**config.mk**
```make
export PLATFORM = sky130hd
export DESIGN_NAME = cache_fill_arbiter
export DESIGN_NICKNAME = d
export VERILOG_FILES = /design/src/rtl/cache_fill_arbiter_pkg.sv /design/src/rtl/cache_fill_arbiter_word_counter.sv /design/src/rtl/cache_fill_arbiter.sv
export SDC_FILE = /design/constraint.sdc
export NUM_CORES = 1
export LEC_CHECK = 0
export ABC_AREA = 1
export CORE_UTILIZATION = 29
export CTS_CLUSTER_SIZE = 25
export DETAILED_ROUTE_END_ITERATION = 12
export PLACE_DENSITY = 0.79
export SYNTH_ARGS = -nofsm -noshare
export SYNTH_HDL_FRONTEND = slang
export SYNTH_HIERARCHICAL = 1
export SYNTH_SLANG_ARGS = --single-unit
```
**constraint.sdc**
```tcl
create_clock -name clk -period 1.3 [get_ports clk]
set_input_delay 0.325 -clock clk [delete_from_list [all_inputs] [get_ports clk]]
set_output_delay 0.325 -clock clk [all_outputs]
set_load 0.02 [all_outputs]
```
**src/rtl/cache_fill_arbiter_pkg.sv**
```systemverilog
// Shared types and block-geometry constants for the cache fill arbiter.
package cache_fill_pkg;

    localparam int BLK_WORDS    = 8;
    localparam int CNT_W        = 3;
    localparam int PKG_ADDR_W   = 16;
    localparam logic [PKG_ADDR_W-1:0] BLK_OFF_MASK = PKG_ADDR_W'(2 * BLK_WORDS - 1);

    typedef enum logic [2:0] {
        ST_IDLE,
        ST_WRITE,
        ST_FILL_I,
        ST_FILL_D,
        ST_DONE
    } state_e;

    typedef enum logic {
        REQ_I,
        REQ_D
    } req_id_e;

endpackage

```
**src/rtl/cache_fill_arbiter_word_counter.sv**
```systemverilog
// Word index counter within one cache block; clear wins over increment.
module block_word_counter
    import cache_fill_pkg::*;
#(
    parameter int WORDS = BLK_WORDS
) (
    input  logic             clk,
    input  logic             rst,
    input  logic             clr,
    input  logic             inc,
    output logic [CNT_W-1:0] cnt,
    output logic             last
);

    logic [CNT_W-1:0] cnt_q, cnt_d;

    always_comb begin
        cnt_d = cnt_q;
        if (clr) begin
            cnt_d = '0;
        end else if (inc) begin
            cnt_d = cnt_q + 1'b1;
        end
    end

    always_ff @(posedge clk) begin
        if (rst) begin
            cnt_q <= '0;
        end else begin
            cnt_q <= cnt_d;
        end
    end

    assign cnt  = cnt_q;
    assign last = (cnt_q == CNT_W'(WORDS - 1));

endmodule

```
**src/rtl/cache_fill_arbiter.sv**
```systemverilog
// Shares the pipelined main memory between I-fill, D-fill and D write-through;
// issues block reads and steers returning words into the winning cache.
module cache_fill_arbiter
    import cache_fill_pkg::*;
#(
    parameter int MEM_LATENCY     = 4,
    parameter int WORDS_PER_BLOCK = 8,
    parameter int ADDR_W          = 16
) (
    input  logic              clk,
    input  logic              rst,
    input  logic              i_miss,
    input  logic [ADDR_W-1:0] i_addr,
    input  logic              d_miss,
    input  logic [ADDR_W-1:0] d_addr,
    input  logic              d_wr_req,
    input  logic [ADDR_W-1:0] d_wr_addr,
    input  logic [15:0]       d_wr_data,
    output logic              mem_en,
    output logic              mem_wr,
    output logic [ADDR_W-1:0] mem_addr,
    output logic [15:0]       mem_wdata,
    input  logic [15:0]       mem_rdata,
    input  logic              mem_data_valid,
    output logic              fill_we_i,
    output logic              fill_we_d,
    output logic [2:0]        fill_word,
    output logic [15:0]       fill_data,
    output logic              i_fill_done,
    output logic              d_fill_done,
    output logic              d_wr_done,
    output logic              busy
);

    localparam logic [ADDR_W-1:0] OFF_MASK = ADDR_W'(2 * WORDS_PER_BLOCK - 1);

    // The counters are fixed at CNT_W bits, so the block must match them.
    if (MEM_LATENCY < 1 || WORDS_PER_BLOCK != (1 << CNT_W)) begin : g_bad_cfg
        $error("cache_fill_arbiter: unsupported MEM_LATENCY/WORDS_PER_BLOCK");
    end

    state_e            state_q, state_d;
    req_id_e           req_q, req_d;
    logic [ADDR_W-1:0] base_q, base_d;
    logic              issue_done_q, issue_done_d;

    logic             in_fill;
    logic             issue_inc, issue_last;
    logic             recv_inc, recv_last;
    logic [CNT_W-1:0] issue_cnt, recv_cnt;
    logic             idle;

    assign idle      = (state_q == ST_IDLE);
    assign in_fill   = (state_q == ST_FILL_I) || (state_q == ST_FILL_D);
    assign issue_inc = in_fill && !issue_done_q;
    assign recv_inc  = in_fill && mem_data_valid;

    block_word_counter #(.WORDS(WORDS_PER_BLOCK)) u_issue_cnt (
        .clk  (clk),
        .rst  (rst),
        .clr  (idle),
        .inc  (issue_inc),
        .cnt  (issue_cnt),
        .last (issue_last)
    );

    block_word_counter #(.WORDS(WORDS_PER_BLOCK)) u_recv_cnt (
        .clk  (clk),
        .rst  (rst),
        .clr  (idle),
        .inc  (recv_inc),
        .cnt  (recv_cnt),
        .last (recv_last)
    );

    always_comb begin
        state_d      = state_q;
        req_d        = req_q;
        base_d       = base_q;
        issue_done_d = issue_done_q | (issue_inc & issue_last);
        case (state_q)
            ST_IDLE: begin
                issue_done_d = 1'b0;
                // D side is older in program order, so it wins.
                if (d_wr_req) begin
                    state_d = ST_WRITE;
                end else if (d_miss) begin
                    state_d = ST_FILL_D;
                    req_d   = REQ_D;
                    base_d  = d_addr & ~OFF_MASK;
                end else if (i_miss) begin
                    state_d = ST_FILL_I;
                    req_d   = REQ_I;
                    base_d  = i_addr & ~OFF_MASK;
                end
            end
            ST_WRITE: state_d = ST_IDLE;
            ST_FILL_I,
            ST_FILL_D: begin
                if (mem_data_valid && recv_last) begin
                    state_d = ST_DONE;
                end
            end
            ST_DONE:  state_d = ST_IDLE;
            default:  state_d = ST_IDLE;
        endcase
    end

    always_ff @(posedge clk) begin
        if (rst) begin
            state_q      <= ST_IDLE;
            req_q        <= REQ_I;
            base_q       <= '0;
            issue_done_q <= 1'b0;
        end else begin
            state_q      <= state_d;
            req_q        <= req_d;
            base_q       <= base_d;
            issue_done_q <= issue_done_d;
        end
    end

    always_comb begin
        mem_en      = 1'b0;
        mem_wr      = 1'b0;
        mem_addr    = '0;
        mem_wdata   = '0;
        d_wr_done   = 1'b0;
        fill_we_i   = 1'b0;
        fill_we_d   = 1'b0;
        fill_word   = '0;
        fill_data   = '0;
        i_fill_done = 1'b0;
        d_fill_done = 1'b0;
        busy        = !idle;
        if (state_q == ST_WRITE) begin
            mem_en    = 1'b1;
            mem_wr    = 1'b1;
            mem_addr  = d_wr_addr;
            mem_wdata = d_wr_data;
            d_wr_done = 1'b1;
        end
        if (issue_inc) begin
            // OR-ing the offset into the aligned base can never carry out of the block.
            mem_en   = 1'b1;
            mem_addr = base_q | ADDR_W'({issue_cnt, 1'b0});
        end
        if (recv_inc) begin
            fill_we_i = (state_q == ST_FILL_I);
            fill_we_d = (state_q == ST_FILL_D);
            fill_word = recv_cnt;
            fill_data = mem_rdata;
        end
        if (state_q == ST_DONE) begin
            i_fill_done = (req_q == REQ_I);
            d_fill_done = (req_q == REQ_D);
        end
    end

endmodule

```
==> impl_metrics.py <==
metrics = {
    "outcome": {
        "status": "finished, violations left",
        "violations": "setup timing",
    },
    "global_route": {
        "grt_max_degree": 19,
        "grt_pass1_vias": 2537,
        "grt_first_pass_wirelength_microns": 11400,
        "grt_overflow": 0,
        "grt_usage": 0.236,
        "antenna_found_initial": 0,
    },
    "critical_path": {
        "required_ns": 0.98,
        "cp_top_family": "buffers and inverters",
        "worstPathArrival_ns": 1.47,
        "max_stage_delay_ns": 0.37,
        "cp.buffers_inverters": 3,
        "reg2reg_depth": 9,
        "path_max_fanout": 5,
        "worstSetupPathDepth": 6,
        "crit_type": "flop to output pin",
        "crit_path_start_kind": "flop",
        "slowest_stage": "dfxtp_4",
        "crit_chain": "nor2_4 > buf_6 > nand2_8 > clkbuf_16 > nor2_4 > buf_6",
        "crit_path_end_kind": "output pin",
    },
    "logic_synthesis": {
        "syn_area_per_cell_sq_um": 5.38,
        "ys_warn_count": 6,
        "synthCells": 307,
        "ys_types": 21,
        "yosys_register_bits": 23,
        "syn_area_sq_um": 1650,
        "seq_area_frac_synth": 0.279,
        "synthesis.nets": 397,
    },
    "clock_tree": {
        "clock_latency_ns": 0.28,
        "cts_made_buffers": 3,
        "hold_buffers": 0,
        "cts_tree": "yes",
        "ctsLongestPathBuffers": 2,
        "htree_levels": 1,
        "clock_sinks": 23,
        "cts.clk_slew.worst_paths_ns": 0.10,
        "cts_root_buffer": "clkbuf_8",
    },
    "sta": {
        "maxSlewViolCount": 0,
        "setup_viol": 78,
        "max_freq_ghz": 0.556,
        "fin_crit_sh": 1.38,
        "rsz0062_at_grt": "true",
        "worst_pin_slew_ns": 0.274,
        "hold_slack_ns": 0.522,
        "fin_worst_skew_ns": 0.0126,
        "max_slew_margin": 0.816,
        "layout_min_cycle_time_ns": 1.80,
        "setup_slack_ns": -0.499,
        "finalHoldViolCount": 0,
    },
    "routing": {
        "vias": 2554,
        "wl_per_cell_microns": 15.0,
        "ant_nets": 0,
        "drcViolationCount": 0,
        "vias_per_cell": 4.61,
        "wirelength_microns": 8310,
        "dr.pass1.iters": 4,
        "drt_iter0_markers": 136,
    },
    "layout": {
        "layout_commonest_cell": "clkdlybuf4s50_1",
        "layout-drive-gt1-share": 0.506,
        "layout_common_cells": "clkdlybuf4s50_1 (75), nand2_1 (67), buf_6 (66)",
        "finalNetCount": 573,
        "syn2layout_area_growth_pct": 168,
        "n_antenna_cell": 0,
        "n_fill_cell": 290,
    },
    "floorplanning": {
        "die-height_microns": 77.5,
        "die-area_sq_um": 6010,
        "die_w_microns": 77.5,
        "placementRows": 27,
        "ios": 145,
        "initial_core_util": 0.300,
        "core_area_sq_um": 5510,
    },
    "placement": {
        "portBuffers": 136,
        "post-place-ws_ns": -0.830,
        "place.gp.congestion": 0.842,
        "place_hpwl_microns": 4650,
    },
    "min_path": {
        "hp-class": "flop to flop",
        "hold_depth": 2,
    },
    "power_and_ir_drop": {
        "power.leakage_uw": 0.00212,
        "p_per_area_nw_per_um2": 845,
        "ir_drop_mv": 0.453,
    },
    "flow_run": {
        "drv_cap": 0,
    },
}
sequential cells by signal, indices dropped and copies added (netlist names):
signal	flops
u_issue_cnt/cnt	3
base_q	12
state_q	3
req_q	1
issue_done_q	1
u_recv_cnt/cnt	3
per-stage QoR:
stage,TNS (ns),cells,utilization,power (uW),area [sq um]
floorplan,-0.918,307,-,1800,2020
global placement,-43.72,533,0.664,2570,3650
detailed placement,-44.58,533,0.664,2590,3650
CTS,-23.59,546,0.734,3370,4040
global route,-31.69,554,0.806,3910,4440
finish,-27.91,554,0.806,3750,4440
synthesized netlist by cell type:
library cell | n | share of area
nand2_1 | 104 | 0.24
nand3_1 | 5 | 0.015
nand2_2 | 2 | 0.0076
inv_2 | 5 | 0.011
buf_6 | 2 | 0.014
nor2_4 | 1 | 0.0068
inv_1 | 52 | 0.12
nand4_1 | 1 | 0.0038
nor2_1 | 78 | 0.18
a211oi_1 | 1 | 0.0045
ha_1 | 4 | 0.030
a21oi_1 | 3 | 0.0091
inv_4 | 1 | 0.0038
buf_1 | 1 | 0.0023
o21ai_1 | 3 | 0.0091
buf_4 | 2 | 0.0091
buf_2 | 6 | 0.018
nand2_4 | 1 | 0.0068
dfxtp_1 | 23 | 0.28
o21ai_0 | 9 | 0.027
nor2_2 | 3 | 0.011
worst min-delay path: stages, from the launching register on:
cell	delay, ns
dfxtp_1	0.34
nor2_2	0.10
nor2_1	0.04
worst paths after layout:
check	startpoint	end	slack [ns]
worst min-delay path	base_q[4]$_SDFFE_PP0P_	base_q[4]$_SDFFE_PP0P_	0.52
worst min register to register	base_q[4]$_SDFFE_PP0P_	base_q[4]$_SDFFE_PP0P_	0.52
worst max register to register	state_q[2]$_SDFFE_PP0P_	u_recv_cnt/cnt[1]$_SDFFE_PP0P_	-0.21
worst max-delay path	state_q[2]$_SDFFE_PP0P_	fill_data[4]	-0.50
kinds of logic after synthesis:
family | Yosys count | synth area share
AO/OA/AOI/OAI | 16 | 0.0500
adder cells (fa/ha/maj) | 4 | 0.0303
buffers and inverters | 69 | 0.176
flip-flops | 23 | 0.279
AND/OR/NAND/NOR | 195 | 0.465
routing by layer:
metal  share of wire  wire (microns)  GRT usage
met5               0               0          0
met4           0.024             202     0.0755
met3           0.040             329     0.0259
met2            0.55            4600      0.461
met1            0.38            3180      0.262
area by class of cell:
type / count / area [sq um] / share of cell area
sequential: 23 / 472 / 0.106
tap: 72 / 90.1 / 0.0203
timing repair inverter: 2 / 21.3 / 0.00479
timing repair buffer: 179 / 1920 / 0.433
inverter: 58 / 268 / 0.0603
clock buffer: 4 / 45.0 / 0.0102
multi-input combinational: 216 / 1620 / 0.365
power by group:
part	total (uW)	internal [uW]	switching (uW)
clock	484	220	264
combinational	2380	1140	1230
sequential	885	784	101
repair_timing:
item                       CTS  global route
resized for setup          427            64
pin swaps                   29            23
setup endpoints to repair   80            81
buffers inserted             6             5
cloned                       3             4
No activity file was read; power rests on OpenSTA's default activity.
